<file path="config.mk">
export PLATFORM = sky130hd
export DESIGN_NAME = button_conditioner
export DESIGN_NICKNAME = d
export VERILOG_FILES = /design/src/rtl/game_pkg.sv /design/src/rtl/bit_synchronizer.sv /design/src/rtl/button_conditioner.sv
export SDC_FILE = /design/constraint.sdc
export NUM_CORES = 1
export LEC_CHECK = 0
export CORE_AREA = 4 4 61 91
export DETAILED_ROUTE_END_ITERATION = 6
export DIE_AREA = 0 0 65 95
export PLACE_DENSITY = 0.81
export SLEW_MARGIN = 20
export SYNTH_ARGS = -nofsm -noshare
export SYNTH_HDL_FRONTEND = slang
export SYNTH_SLANG_ARGS = --single-unit
export TNS_END_PERCENT = 5
</file>
<file path="constraint.sdc">
create_clock -name clk -period 6.2 [get_ports clk]
set_clock_uncertainty 0.1 [all_clocks]
set_input_delay 1.55 -clock clk [delete_from_list [all_inputs] [get_ports clk]]
set_output_delay 1.55 -clock clk [all_outputs]
set_load 0.01 [all_outputs]
</file>
<file path="src/rtl/game_pkg.sv">
// Shared types and timing constants for the reaction-timer game.
package game_pkg;

  localparam int unsigned CLK_HZ        = 10_000_000;
  localparam int unsigned DEBOUNCE_1MS  = 10_000;
  localparam int unsigned LONG_PRESS_2S = 20_000_000;

  typedef enum logic [1:0] {
    IDLE,
    PRESS_CHK,
    HELD,
    RELEASE_CHK
  } btn_state_t;

endpackage

</file>
<file path="src/rtl/bit_synchronizer.sv">
// Multi-flop synchroniser for a single asynchronous bit; flops reset to RESET_VAL.
module bit_synchronizer #(
  parameter int unsigned STAGES    = 2,
  parameter logic        RESET_VAL = 1'b0
) (
  input  logic clk,
  input  logic rst_n,
  input  logic d,
  output logic q
);

  logic [STAGES-1:0] sync_q;

  always_ff @(posedge clk) begin
    if (!rst_n) begin
      sync_q <= {STAGES{RESET_VAL}};
    end else begin
      sync_q <= {sync_q[STAGES-2:0], d};
    end
  end

  assign q = sync_q[STAGES-1];

endmodule

</file>
<file path="src/rtl/button_conditioner.sv">
// Synchronises and debounces the raw game button; emits press/release/long-press strobes.
module button_conditioner
  import game_pkg::*;
#(
  parameter int unsigned SYNC_STAGES       = 2,
  parameter int unsigned DEBOUNCE_CYCLES   = DEBOUNCE_1MS,
  parameter int unsigned LONG_PRESS_CYCLES = LONG_PRESS_2S,
  parameter bit          ACTIVE_LOW        = 1'b1
) (
  input  logic clk,
  input  logic rst_n,
  input  logic btn_raw,
  output logic btn_level,
  output logic press_pulse,
  output logic release_pulse,
  output logic long_press_pulse,
  output logic busy
);

  localparam int unsigned DB_W   = $clog2(DEBOUNCE_CYCLES + 1);
  localparam int unsigned HOLD_W = $clog2(LONG_PRESS_CYCLES + 1);

  localparam logic [DB_W-1:0]   DB_LAST   = DB_W'(DEBOUNCE_CYCLES - 1);
  localparam logic [HOLD_W-1:0] HOLD_LAST = HOLD_W'(LONG_PRESS_CYCLES - 1);
  localparam logic [HOLD_W-1:0] HOLD_MAX  = HOLD_W'(LONG_PRESS_CYCLES);

  logic              sync_out;
  logic              p;
  btn_state_t        state;
  logic [DB_W-1:0]   db_cnt;
  logic [HOLD_W-1:0] hold_cnt;
  logic              long_done;

  bit_synchronizer #(
    .STAGES   (SYNC_STAGES),
    .RESET_VAL(ACTIVE_LOW)
  ) u_sync (
    .clk  (clk),
    .rst_n(rst_n),
    .d    (btn_raw),
    .q    (sync_out)
  );

  // Normalised pressed level: 1 = pressed regardless of pin polarity.
  assign p = sync_out ^ ACTIVE_LOW;

  always_ff @(posedge clk) begin
    if (!rst_n) begin
      state            <= IDLE;
      db_cnt           <= '0;
      hold_cnt         <= '0;
      long_done        <= 1'b0;
      btn_level        <= 1'b0;
      press_pulse      <= 1'b0;
      release_pulse    <= 1'b0;
      long_press_pulse <= 1'b0;
      busy             <= 1'b0;
    end else begin
      press_pulse      <= 1'b0;
      release_pulse    <= 1'b0;
      long_press_pulse <= 1'b0;
      case (state)
        IDLE: begin
          if (p) begin
            state  <= PRESS_CHK;
            db_cnt <= '0;
            busy   <= 1'b1;
          end
        end
        PRESS_CHK: begin
          if (!p) begin
            state <= IDLE;
            busy  <= 1'b0;
          end else if (db_cnt == DB_LAST) begin
            state       <= HELD;
            press_pulse <= 1'b1;
            btn_level   <= 1'b1;
            hold_cnt    <= '0;
            long_done   <= 1'b0;
            busy        <= 1'b0;
          end else begin
            db_cnt <= db_cnt + DB_W'(1);
          end
        end
        // Every cycle spent in HELD counts toward the long press; only RELEASE_CHK freezes it.
        HELD: begin
          if (hold_cnt != HOLD_MAX) begin
            hold_cnt <= hold_cnt + HOLD_W'(1);
          end
          if (hold_cnt == HOLD_LAST && !long_done) begin
            long_press_pulse <= 1'b1;
            long_done        <= 1'b1;
          end
          if (!p) begin
            state  <= RELEASE_CHK;
            db_cnt <= '0;
            busy   <= 1'b1;
          end
        end
        RELEASE_CHK: begin
          if (p) begin
            state <= HELD;
            busy  <= 1'b0;
          end else if (db_cnt == DB_LAST) begin
            state         <= IDLE;
            release_pulse <= 1'b1;
            btn_level     <= 1'b0;
            hold_cnt      <= '0;
            busy          <= 1'b0;
          end else begin
            db_cnt <= db_cnt + DB_W'(1);
          end
        end
        default: begin
          state <= IDLE;
          busy  <= 1'b0;
        end
      endcase
    end
  end

endmodule
</file>
==> metrics.log <==
[metrics] setup-violating endpoint count in the final report: 0
[metrics] fraction of synthesized cell area taken by the top area cell type: 0.386
[metrics] number of instances in the placed design: 362
[metrics] routed via count: 2,282
[metrics] antenna violations before repair: 0
[metrics] number of nets in the final layout: 309
[metrics] met2 global-route usage: 0.365
[metrics] Least-Margin Pin Slew: 0.842 ns
[metrics] final routed wirelength across all metal layers: 5720 um
[metrics] Seq/Total Area, Yosys: 0.386
[metrics] crit start category: input pin
[metrics] count of port buffers added during placement: 7
[metrics] number of cells on the worst hold path: 1
[metrics] number of hold buffers added after cts: 0
[metrics] grt ovf: 0
[metrics] reg-to-reg critical path startpoint: db_cnt[10]$_SDFFE_PN0P_
[metrics] vias in the first global route: 2,203
[metrics] kind of cell with the highest combined delay on the critical path: buffers and inverters
[metrics] number of synthesized register bits: 49
[metrics] number of max-slew violations in the final report: 0
[metrics] portion of the clock cycle consumed by the worst path in the final layout: 0.582
[metrics] final core utilization: 0.569
[metrics] number of core rows: 31
[metrics] setup slack, reg-to-reg: 3.64 ns
[metrics] type of destination of the critical path: flip-flop
[metrics] Initial Util: 0.533
[metrics] Placeable Area: 4770 um2
[metrics] setup bufs post-CTS: 0
[metrics] most common cell after layout, fill and taps aside: sky130_fd_sc_hd__dfxtp_1
[metrics] DR WL/cell: 15.5 um
[metrics] proportion of synthesized flip-flops having asynchronous set or reset: 0
[metrics] startpoint of the most critical hold path: u_sync.sync_q[0]$_SDFF_PN1_
[metrics] critical path required time: 6.35 ns
[metrics] critical path cell sequence: clkdlybuf4s50_1 -> nand2_1 -> a21oi_1 -> buf_4 -> nor3b_1 -> a211o_1
[metrics] result of the run: finished clean
[metrics] largest net degree at the start of global routing: 26
[metrics] Syn Std Cell Area: 2540 um2
[metrics] met3 Resource Use GR: 0.0405
[metrics] Post-Layout Inst Area: 2720 um2
[metrics] # Max-Cap Violations: 0
[metrics] Worst Path Max Fanout: 25
[metrics] synthesized instance count: 304
[metrics] number of buffers created by CTS: 5
[metrics] top flip-flop cell by instance count after synthesis: sky130_fd_sc_hd__dfxtp_1
[metrics] Boundary Pins: 8
[metrics] fraction of final layout cells sized beyond drive strength 1: 0.0559
[metrics] detailed placer's ending HPWL: 4100 um
[metrics] worst supply voltage drop on vdd: 0.133 mV
[metrics] first-iteration detailed-routing DRC count: 147
[metrics] end of the worst hold path: u_sync.sync_q[1]$_SDFF_PN1_
[metrics] Reg2Reg Depth: 5
[metrics] maximum level of the CTS H-tree: 2
[metrics] kind of critical path: in2reg
[metrics] Unique masters post-synth: 50
[metrics] EDFF count, synth: 0
[metrics] All-Layer GR Usage: 0.198
[metrics] cell with the largest stage delay on the worst path: sky130_fd_sc_hd__clkdlybuf4s50_1
[metrics] first-pass GRT wire length: 9690 um
[metrics] number of synthesis warnings: 0
[metrics] Placement Cell Area: 2620 um2
[metrics] area of the die: 6180 um2
[metrics] ant diodes: 0
[metrics] number of remaining DRC errors: 0
[metrics] worst-case clock buffer depth: 2
[metrics] antenna-violating nets left: 0
[metrics] leak pwr: 0.968 nW
[metrics] areal power density over the cells: 194 nW/um2
[metrics] y dimension of the die: 95 um
[metrics] most used cells in the layout excluding fill and tap cells: 49 x sky130_fd_sc_hd__dfxtp_1, 27 x sky130_fd_sc_hd__nand2_1, 22 x sky130_fd_sc_hd__nor2_1
[metrics] peak-usage layer in the global routing report: met2
[metrics] post-CTS sizing: 0
[metrics] worst slew slack as a fraction of its limit: 0.434
[metrics] Area Growth Syn to Fin: 6.79%
[metrics] dominant cell type by area after synthesis: sky130_fd_sc_hd__dfxtp_1
[metrics] post-layout minimum cycle time: 3.61 ns
[metrics] delay of the slowest cell on the worst path: 1.02 ns
[metrics] weighted congestion at the end of routability-driven global placement: 0.856
[metrics] RSZ-0062 raised after global routing: no
[metrics] clock latency on the worst-skew pair: 0.30 ns
[metrics] worst path arrival time: 3.76 ns
[metrics] number of buffers and inverters on the critical path: 2
[metrics] hold violation count in the final report: 0
[metrics] met1 global-route usage: 0.198
[metrics] setup TNS after final layout: 0 ns
[metrics] worst hold-check path type: reg2reg
[metrics] total iterations of the first detailed-routing run: 4
[metrics] Area contributors post-synth: sky130_fd_sc_hd__dfxtp_1 39%, sky130_fd_sc_hd__nand2_1 4.0%, sky130_fd_sc_hd__nand3_1 3.5%
[metrics] post-synthesis net count: 310
[metrics] CTS root buffer: sky130_fd_sc_hd__clkbuf_8
[metrics] Horiz. Die Dim: 65 um
[metrics] per-instance average area after synthesis: 8.36 um2
[metrics] Max Clk Rate: 0.277 GHz
[metrics] final instance count without filler cells: 370
[metrics] critical register-to-register path endpoint: hold_cnt[21]$_SDFFE_PN0P_
[metrics] clock edge transition at the registers on the reported setup and hold paths: 0.10 ns
[metrics] CTS tree: yes
[metrics] number of clock sinks seen by CTS: 49
[metrics] vias per std cell: 6.17
state kept, by name, summed over array words and instances, names as in the netlist, named ones only:
signal            count
btn_level             1
busy                  1
db_cnt               14
hold_cnt             25
long_done             1
long_press_pulse      1
press_pulse           1
release_pulse         1
state                 1
u_sync.sync_q         2
Yosys cell counts, drive strengths merged, types with 2 or more instances:
library cell	number
a211o	4
a21boi	4
a21oi	17
a22o	3
a31oi	14
and2	9
and3	13
and4	6
buf	5
clkbuf	11
dfxtp	49
ha	3
inv	3
mux2i	2
nand2	27
nand2b	4
nand3	19
nand4	13
nor2	22
nor2b	2
nor3	11
nor4	2
nor4b	6
o211a	2
o211ai	2
o21a	3
o21ai	18
o31ai	2
or3	4
or4	2
or4b	2
xnor2	7
xor2	4
layout make-up:
| type | instances | area (um2) |
|---|---|---|
| clock buffers | 5 | 68.8 |
| clock inverters | 3 | 25.0 |
| fillers | 429 | 2060 |
| inverters | 3 | 11.3 |
| multi-input cells | 236 | 1470 |
| flip-flops and latches | 49 | 981 |
| well taps | 66 | 82.6 |
| repair buffers | 8 | 77.6 |
worst max-delay path by stage:
stage          start                        end  slack, ns  cells past startpoint
6_report       rst_n  hold_cnt[21]$_SDFFE_PN0P_       2.59                      6
5_1_grt        rst_n  hold_cnt[24]$_SDFFE_PN0P_       2.43                      6
4_1_cts        rst_n  hold_cnt[21]$_SDFFE_PN0P_       2.64                      6
3_5_place_dp   rst_n  hold_cnt[21]$_SDFFE_PN0P_       2.32                      6
3_3_place_gp   rst_n  hold_cnt[21]$_SDFFE_PN0P_       2.40                      6
2_1_floorplan  rst_n  hold_cnt[20]$_SDFFE_PN0P_       3.21                      6
kinds of logic after synthesis:
family	synth area share
AND/OR/NAND/NOR	0.323
AO/OA/AOI/OAI	0.194
flip-flops	0.386
buffers and inverters	0.0364
XOR/XNOR	0.0379
adder cells (fa/ha/maj)	0.0148
multiplexers	0.00787
per-layer routing:
metal  up-vias  share of wire  routed length (um)
met4         0          0.043                 247
met2        65           0.52                3000
met3        24          0.033                 189
met1      1058           0.40                2280
met5         -              0                   0
li1       1135              -                   -
stage by stage:
step / hold slack [ns] / setup WS [ns] / power, W
after CTS: 0.328 / 2.64 / 0.000534
after detailed placement: 0.301 / 2.32 / 0.000340
final: 0.322 / 2.59 / 0.000528
after floorplan: 0.286 / 3.21 / 0.000335
after global routing: 0.343 / 2.43 / 0.000546
after global placement: 0.288 / 2.40 / 0.000340
power breakdown:
group	switching (W)	internal, W	total (W)
Combinational	0.00000958	0.00000564	0.0000152
Sequential	0.00000184	0.000316	0.000318
Clock	0.000112	0.0000823	0.000194
(Power assumes the default switching activity.)
==> RTL edit, RTL diff (config.mk and constraints unchanged) <==
Change the package constant `DEBOUNCE_1MS` from 10_000 to 5_000.
--- a/src/rtl/game_pkg.sv
+++ b/src/rtl/game_pkg.sv
@@ -2,7 +2,7 @@
 package game_pkg;
 
   localparam int unsigned CLK_HZ        = 10_000_000;
-  localparam int unsigned DEBOUNCE_1MS  = 10_000;
+  localparam int unsigned DEBOUNCE_1MS  = 5_000;
   localparam int unsigned LONG_PRESS_2S = 20_000_000;
 
   typedef enum logic [1:0] {
Formal check against the unedited RTL: same outputs for any inputs over 10 cycles, from zero or initial values and one cycle with rst_n low; that may be too few to reach the edited logic, so the function may still have changed.
==> RTL edit against the original RTL <==
Power increased by 4.9%; sequential share of layout area increased by 0.39 points; wire length decreased by 6.2%; combinational power increased by 9.9%; synthesized area decreased by 5.6%; largest power group unchanged; largest cell class unchanged; via count decreased by 4.7%; cell area decreased by 3.1%; setup slack improved by 0.23 ns; sequential cell count decreased by 1; die area unchanged; fmax increased by 6.9%.
==> RTL edit: results (changes against the original RTL) <==
status -> completed
FF-to-FF End -> hold_cnt[2]
GPL Wtd Cong -> 0.885 (+3.4%)
Critical Path Sink -> hold_cnt[23]
final WL -> 5360 um (-6.2%)
Tightest Hold Check Type -> register to register
first-pass GRT wire length -> 9450 um (-2.5%)
r2r setup slk -> 3.44 ns (-0.20 ns)
most frequent cells after synthesis -> 48 x dfxtp_1, 22 x nor2_1, 21 x a21oi_1
PostCTS Resize Cnt -> 0 (unchanged)
Worst-path clk slew -> 0.09 ns
total track usage -> 0.193 (-0.00493)
initial DRC count -> 159 (+8.2%)
final cell count without fillers -> 354 (-4.3%)
# port buffers -> 7 (unchanged)
Post-Synthesis Cells -> 280 (-7.9%)
fin crit share -> 0.545 (-0.0377)
async set-or-reset flop fraction in the synthesized netlist -> 0 (unchanged)
reg-to-reg startpoint -> db_cnt[3]
CP max FO -> 12 (-52%)
Yosys warning total -> 0 (unchanged)
setup slack at placement -> 2.52 ns (+0.194 ns)
registers with the most flip-flops -> hold_cnt (25), db_cnt (13), u_sync.sync_q (2)
Skew-Pair Late Insertion Delay -> 0.30 ns (about the same)
sequential area share after synthesis -> 0.400 (+0.0144)
vias in the first global route -> 2130 (-3.3%)
worst vdd ir -> 0.110 mV (-17%)
deepest clock path buffer count -> 2 (unchanged)
Synth area leaders -> dfxtp_1 40%, a21oi_1 4.4%, nor2_1 3.4%
CTS root buffer -> clkbuf_8
Critical path origin -> rst_n
Fillers -> 448 (+4.4%)
largest net degree at the start of global routing -> 26 (unchanged)
CTS Buf Count -> 5 (unchanged)
Arr. time, crit path -> 3.50 ns (-0.26 ns)
Pre-Repair DR Iteration Count -> 7 (+3)
dpl hpwl -> 3920 um (-4.3%)
Worst Reg-to-Reg Cells -> 5 (unchanged)
layout cells sized above 1 -> 0.0590 (+0.00311)
Pleak -> 0.856 nW (-12%)
H-tree depth -> 2 (unchanged)
nets@finish -> 293 (-5.2%)
slew at the pin with the worst max-slew slack -> 0.917 ns (+0.0748 ns)
dpl cells -> 346 (-4.4%)
initial antenna violation count -> 0 (unchanged)
Vias per Instance -> 6.14 (-0.43%)
Post-CTS Setup Bufs -> 0 (unchanged)
unique cell type count in the Yosys netlist -> 53 (+6.0%)
diodes inserted -> 0 (unchanged)
RTL edit: cell count changes after synthesis, moves of 5 or more:
| cell | before | now |
|---|---|---|
| inv_1 | 3 | 8 |
| nor4_1 | 1 | 10 |
| or4_1 | 2 | 9 |
| a31oi_1 | 14 | 0 |
| a21o_1 | 0 | 5 |
| and3_1 | 13 | 3 |
| and2_1 | 9 | 3 |
| clkbuf_1 | 9 | 4 |
| nand2_1 | 27 | 17 |
RTL edit: area by class of cell:
type | instances | share of cell area
clock inverter | 3 | 0.0162
sequential | 48 | 0.365
tap | 66 | 0.0314
inverter | 9 | 0.0128
timing repair buffer | 8 | 0.0295
clock buffer | 5 | 0.0262
multi-input combinational | 215 | 0.519
RTL edit: layer usage:
| metal | global-route usage | vias up | share of wire |
|---|---|---|---|
| met5 | 0 | - | 0 |
| met2 | 0.349 | 73 | 0.52 |
| li1 | - | 1068 | - |
| met3 | 0.0405 | 17 | 0.041 |
| met1 | 0.209 | 1016 | 0.41 |
| met4 | 0.0935 | 0 | 0.024 |
RTL edit: power breakdown:
group / internal (W) / leakage [nW] / switching, W
sequential: 0.000310 / 0.387 / 0.00000172
combinational: 0.00000641 / 0.414 / 0.0000103
clock: 0.000119 / 0.0541 / 0.000106
RTL edit: cells by family (layout without fill, tap and decap cells):
group / Yosys count / count (layout) / synth area share
AO/OA/AOI/OAI: 71 / 71 / 0.194
XOR/XNOR: 13 / 13 / 0.0474
adder cells (fa/ha/maj): 3 / 3 / 0.0156
buffers and inverters: 17 / 25 / 0.0339
flip-flops: 48 / 48 / 0.400
multiplexers: 1 / 1 / 0.00417
AND/OR/NAND/NOR: 127 / 127 / 0.305
RTL edit: metrics by stage:
stage / area (um^2) / utilization / total power [W]
after global routing: 2630 / 0.552 / 0.000573
after detailed placement: 2520 / 0.528 / 0.000335
after global placement: 2510 / 0.527 / 0.000335
after floorplan: 2400 / - / 0.000329
after CTS: 2630 / 0.552 / 0.000556
final: 2630 / 0.552 / 0.000554
RTL edit: worst min path at each step:
stage                             endpoint             start  depth (start not counted)  slack [ns]
after global placement    u_sync.sync_q[1]  u_sync.sync_q[0]                          1        0.29
after CTS                 u_sync.sync_q[1]  u_sync.sync_q[0]                          1        0.33
after detailed placement  u_sync.sync_q[1]  u_sync.sync_q[0]                          1        0.31
final                     u_sync.sync_q[1]  u_sync.sync_q[0]                          1        0.32
after global routing      u_sync.sync_q[1]  u_sync.sync_q[0]                          1        0.34
after floorplan           u_sync.sync_q[1]  u_sync.sync_q[0]                          1        0.29
RTL edit: worst max-delay path, cell delays in order:
cell and delay, ns:
clkdlybuf4s50_1 0.71, clkinv_1 0.32, a21o_1 0.33, or4_1 0.52
o21ai_0 0.08
